<file path="src/rtl/multicycle_cpu.sv">
// Multi-cycle 16-bit-ISA CPU: FETCH/DECODE/EXEC/MEM/WB over one shared, stallable req/ready memory port.
// Optional HALT state enabled by defining MULTICYCLE_CPU_HALT_EN; otherwise opcode 1111 is a NOP.
`timescale 1ns/1ps
module multicycle_cpu #(
   parameter int DATA_W = 16,
   parameter int ADDR_W = 16
) (
   input  logic              clock,
   input  logic              reset_n,
   output logic              mem_req,
   output logic              mem_we,
   output logic [ADDR_W-1:0] mem_addr,
   output logic [DATA_W-1:0] mem_wdata,
   input  logic              mem_ready,
   input  logic [DATA_W-1:0] mem_rdata,
   output logic [ADDR_W-1:0] pc,
   output logic              wb_valid,
   output logic [1:0]        wb_reg,
   output logic [DATA_W-1:0] wb_data,
   output logic              halted
);

   localparam logic [3:0] OP_ADD  = 4'b0000;
   localparam logic [3:0] OP_SUB  = 4'b0001;
   localparam logic [3:0] OP_AND  = 4'b0010;
   localparam logic [3:0] OP_OR   = 4'b0011;
   localparam logic [3:0] OP_ADDI = 4'b0100;
   localparam logic [3:0] OP_LW   = 4'b0101;
   localparam logic [3:0] OP_SW   = 4'b0110;
   localparam logic [3:0] OP_SLT  = 4'b0111;
   localparam logic [3:0] OP_BEQ  = 4'b1000;
   localparam logic [3:0] OP_BNE  = 4'b1001;
`ifdef MULTICYCLE_CPU_HALT_EN
   localparam logic [3:0] OP_HALT = 4'b1111;

   typedef enum logic [2:0] {S_FETCH, S_DECODE, S_EXEC, S_MEM, S_WB, S_HALT} state_e;
`else
   typedef enum logic [2:0] {S_FETCH, S_DECODE, S_EXEC, S_MEM, S_WB} state_e;
`endif

   state_e            state_q;
   logic [ADDR_W-1:0] pc_q;
   logic [ADDR_W-1:0] addr_q;
   logic [15:0]       ir_q;
   logic [DATA_W-1:0] a_q;
   logic [DATA_W-1:0] b_q;
   logic [DATA_W-1:0] res_q;
   logic [1:0]        dst_q;
   logic [DATA_W-1:0] rf_q [4];

   logic [3:0]        op;
   logic [1:0]        rs;
   logic [1:0]        rt;
   logic [1:0]        rd;
   logic signed [7:0] imm8;
   logic [DATA_W-1:0] imm_d;
   logic [DATA_W-1:0] sum_d;
   logic [DATA_W-1:0] alu_d;
   logic [DATA_W-1:0] rs_val;
   logic [DATA_W-1:0] rt_val;
   logic [ADDR_W-1:0] imm_a;
   logic [ADDR_W-1:0] ea_d;
   logic [ADDR_W-1:0] br_tgt;

   assign op     = ir_q[15:12];
   assign rs     = ir_q[11:10];
   assign rt     = ir_q[9:8];
   assign rd     = ir_q[7:6];
   assign imm8   = ir_q[7:0];
   // Size casts of a signed operand sign-extend, giving sext(imm) at either width.
   assign imm_d  = DATA_W'(imm8);
   assign imm_a  = ADDR_W'(imm8);
   assign sum_d  = a_q + imm_d;
   assign ea_d   = ADDR_W'(sum_d);
   assign br_tgt = pc_q + imm_a;
   assign rs_val = (rs == 2'd0) ? '0 : rf_q[rs];
   assign rt_val = (rt == 2'd0) ? '0 : rf_q[rt];

   // NOTE: every signal written in always_comb gets a default first, so no path can infer a latch.
   always_comb begin
      alu_d = '0;
      case (op)
         OP_ADD:  alu_d = a_q + b_q;
         OP_SUB:  alu_d = a_q - b_q;
         OP_AND:  alu_d = a_q & b_q;
         OP_OR:   alu_d = a_q | b_q;
         OP_SLT:  alu_d = DATA_W'($signed(a_q) < $signed(b_q));
         OP_ADDI: alu_d = sum_d;
         default: alu_d = '0;
      endcase
   end

   // The port is driven straight from state so the first fetch is requested right after reset release;
   // address and data come from registers that do not move while a transaction is outstanding.
   assign mem_req   = reset_n && (state_q == S_FETCH || state_q == S_MEM);
   assign mem_we    = (state_q == S_MEM) && (op == OP_SW);
   assign mem_addr  = (state_q == S_MEM) ? addr_q : pc_q;
   assign mem_wdata = b_q;
   assign pc        = pc_q;
   assign wb_valid  = (state_q == S_WB) && (dst_q != 2'd0);
   assign wb_reg    = dst_q;
   assign wb_data   = res_q;
`ifdef MULTICYCLE_CPU_HALT_EN
   assign halted    = (state_q == S_HALT);
`else
   assign halted    = 1'b0;
`endif

   // NOTE: sequential state uses non-blocking assignments only, so every register samples pre-edge values.
   always_ff @(posedge clock or negedge reset_n) begin
      if (!reset_n) begin
         state_q <= S_FETCH;
         pc_q    <= '0;
         addr_q  <= '0;
         ir_q    <= '0;
         a_q     <= '0;
         b_q     <= '0;
         res_q   <= '0;
         dst_q   <= 2'd0;
         // NOTE: the register file is only four words and must come up zeroed, so it is reset like any flop.
         for (int i = 0; i < 4; i++) rf_q[i] <= '0;
      end else begin
         case (state_q)
            S_FETCH: begin
               if (mem_ready) begin
                  ir_q    <= mem_rdata[15:0];
                  pc_q    <= pc_q + ADDR_W'(1);
                  state_q <= S_DECODE;
               end
            end
            S_DECODE: begin
               a_q     <= rs_val;
               b_q     <= rt_val;
               state_q <= S_EXEC;
            end
            S_EXEC: begin
               case (op)
                  OP_ADD, OP_SUB, OP_AND, OP_OR, OP_SLT: begin
                     res_q   <= alu_d;
                     dst_q   <= rd;
                     state_q <= S_WB;
                  end
                  OP_ADDI: begin
                     res_q   <= alu_d;
                     dst_q   <= rt;
                     state_q <= S_WB;
                  end
                  OP_LW, OP_SW: begin
                     addr_q  <= ea_d;
                     dst_q   <= rt;
                     state_q <= S_MEM;
                  end
                  OP_BEQ: begin
                     if (a_q == b_q) pc_q <= br_tgt;
                     state_q <= S_FETCH;
                  end
                  OP_BNE: begin
                     if (a_q != b_q) pc_q <= br_tgt;
                     state_q <= S_FETCH;
                  end
`ifdef MULTICYCLE_CPU_HALT_EN
                  OP_HALT: state_q <= S_HALT;
`endif
                  default: state_q <= S_FETCH;
               endcase
            end
            S_MEM: begin
               if (mem_ready) begin
                  if (op == OP_SW) begin
                     state_q <= S_FETCH;
                  end else begin
                     res_q   <= mem_rdata;
                     state_q <= S_WB;
                  end
               end
            end
            S_WB: begin
               if (dst_q != 2'd0) rf_q[dst_q] <= res_q;
               state_q <= S_FETCH;
            end
`ifdef MULTICYCLE_CPU_HALT_EN
            S_HALT: state_q <= S_HALT;
`endif
            default: state_q <= S_FETCH;
         endcase
      end
   end

endmodule

</file>
<file path="config.mk">
export PLATFORM = sky130hd
export DESIGN_NAME = multicycle_cpu
export DESIGN_NICKNAME = d
export VERILOG_FILES = /design/src/rtl/multicycle_cpu.sv
export SDC_FILE = /design/constraint.sdc
export NUM_CORES = 1
export LEC_CHECK = 0
export CORE_MARGIN = 4
export CORE_UTILIZATION = 45
export DETAILED_ROUTE_END_ITERATION = 16
export PLACE_DENSITY_LB_ADDON = 0.25
export REMOVE_ABC_BUFFERS = 1
export SETUP_SLACK_MARGIN = 0.05
export SYNTH_ARGS = -nofsm -noshare
export SYNTH_HDL_FRONTEND = slang
export SYNTH_SLANG_ARGS = --single-unit
</file>
<file path="constraint.sdc">
create_clock -name clock -period 4.4 [get_ports clock]
set_input_delay 0.88 -clock clock [delete_from_list [all_inputs] [get_ports clock]]
set_output_delay 0.88 -clock clock [all_outputs]
set_load 0.05 [all_outputs]
</file>
==> impl_metrics.ini <==
[run_status]
outcome = complete, no violations

[critical_path]
startpoint_type = flip-flop
cp.required_ns = 3.52
critical-path-max-stage-delay_ns = 0.92
cp_num_cells = 4
crit_buf_inv = 1
r2r_start = state_q[1]
startpoint = state_q[1]
critical_path.slowest_cell = clkdlybuf4s50_1
r2r_slack_ns = 0.77
worstPathCellList = nor2b_1 -> nand2_1 -> nor4b_1 -> clkdlybuf4s50_1
arrival_ns = 2.97
cp_max_fo = 9
reg2reg_depth = 14
crit_type = reg2out
crit_end = mem_we
reg2reg_to = pc[15]
crit_path_end_kind = output pin
critical-path-top-delay-family = simple AND/OR/NAND/NOR gates

[synth]
synth_compound_area_frac = 0.187
syn_avg_cell_area_um2 = 9.39
synth_top_area_share = 0.360
synth_seq_area_share = 0.360
synth.area.top_cells = dfrtp_1, mux2_2, ha_1, a21oi_1, nand2_1
synth_flop_cell = dfrtp_1
synth-simple-area-share = 0.126
ys_types = 75
syn_area_mm2 = 0.0103
synthCells = 1102
synth-adder-area-share = 0.109
synth_top_area_cell = dfrtp_1
synth-async-reset-ratio = 1.00
synth_top_family_by_area = compound AO/OA/AOI/OAI gates
synth_edf_count = 0
synth_seq_cells = 149
synth_xor_area_frac = 0.0355
yosysWarnings = 0
muxShareOfSynthArea = 0.123

[cells_and_area]
layout-drive-gt1-share = 0.150
nets = 1272
post-route-cell-area_mm2 = 0.0120
diodes = 0
top_register = rf_q
n_fill_cell = 2050
final_common_cell = dfrtp_1
area_growth_pct = 15.6
final_util = 0.528
final_cell_mix = dfrtp_1, nand2_1, mux2_2
largest_reg_flops = 48

[floorplanning]
io_pins = 89
coreArea_mm2 = 0.0226
rows = 55
die_w_um = 160
die_area_mm2 = 0.0255
initial_core_util = 0.457
fp.dieH_um = 160

[clock_network]
path_clk_slew_ns = 0.06
insertion_delay_ns = 0.43
cts_buffers = 17
post-cts-setup-buffers = 0
htree_levels = 4
cts_buffer_depth = 2
cts.sinks = 149
hold_buffers = 0
clock-root-buffer = clkbuf_16
cts-resized-gates = 0
cts_tree = done

[timing]
rsz0062_at_grt = no
final.setup.tns_ns = 0
setup_viol = 0
worst_pin_slew_ns = 1.03
relSlewSlack = 0.311
period_share = 0.876
clock_skew_ns = 0.00928
min_period_ns = 3.85
slew_violations = 0
holdWs_ns = 0.326
fmax_ghz = 0.260
hold_viol = 0

[route]
num_vias = 8401
final_antenna_net_count = 0
drt-total-wl_um = 29000
wl_per_cell_um = 19.8
wl_met1_um = 13200
drt_iter0_drc = 679
dr.pass1.iters = 5
via_per_inst = 5.75
highest_layer = met4
wl_met3_um = 1880
drc = 0
wl_met2_um = 13200

[placement]
placed_area_mm2 = 0.0113
port_buffers = 87
dp_hpwl_um = 20900
gp_congestion = 0.938

[grt]
antenna_found_initial = 0
overflow = 0
grt_pass1_wl_um = 46700
grt_max_degree = 66
grt_usage = 0.231
first_global_vias = 8383

[flow_run]
cap_violations = 0

[hold_path]
hp-class = in2async
## stage by stage
stage	setup slack (ns)	instances
detailed placement	0.787	1431
floorplan	0.176	1044
CTS	0.506	1462
global placement	0.916	1431
finish	0.547	1462
global route	0.336	1462
## cell type report
type                    count  area [um2]  area share
multi-input cells         832        6040       0.505
flip-flops and latches    149        3730       0.312
repair buffers            102         985      0.0823
clock buffers              22         464      0.0388
well taps                 285         357      0.0298
inverters                  63         236      0.0198
clock inverters             9         151      0.0127
## how the worst min path moves through the flow
stage,from,endpoint,cells after the start
2_1_floorplan,addr_q[10],addr_q[10],2
3_3_place_gp,addr_q[5],addr_q[5],2
3_5_place_dp,addr_q[1],addr_q[1],2
4_1_cts,reset_n,rf_q[35],1
5_1_grt,reset_n,rf_q[32],1
6_report,reset_n,rf_q[35],1
## logic make-up after synthesis
kind of cell    count (synthesis)
buf+inv                       121
compound gates                301
flops                         149
mux                           113
fa+ha+maj                      88
other cells                     1
simple gates                  287
xor+xnor                       42
## metal layers
layer	GRT usage	vias to the layer above
met3	0.0472	38
met2	0.369	260
met4	0.0671	0
met5	0	-
li1	-	4053
met1	0.321	4050
## Yosys cell counts (all sizes together) (2+ instances only)
master / number
a31oi: 4
inv: 62
nand3: 7
o41ai: 2
nor3: 17
or3b: 2
a21oi: 96
a221oi: 15
a22oi: 40
fa: 4
clkbuf: 46
and3: 9
o21a: 9
a21o: 5
ha: 84
a21boi: 4
a41oi: 2
and4: 2
o22ai: 6
xor2: 11
nor4: 4
nor2b: 8
o31ai: 5
xnor2: 31
buf: 12
dfrtp: 149
a32oi: 2
nor2: 94
o21ai: 66
a211oi: 12
nand4: 3
nand2: 111
mux2i: 7
o41a: 2
or3: 8
mux2: 106
o21bai: 10
and2: 3
nand2b: 12
o211ai: 9
a211o: 2
## worst reg2reg max path: cells and delay by family (launching register included)
kind / cells / cell delay, ns
compound gates: 6 / 1.59
xor+xnor: 1 / 0.13
fa+ha+maj: 1 / 0.24
buf+inv: 1 / 0.07
flops: 1 / 0.45
mux: 1 / 0.21
simple gates: 4 / 0.86
Power is not shown: default switching activity piles up to over one toggle a cycle in this logic, so the estimate is an artifact.
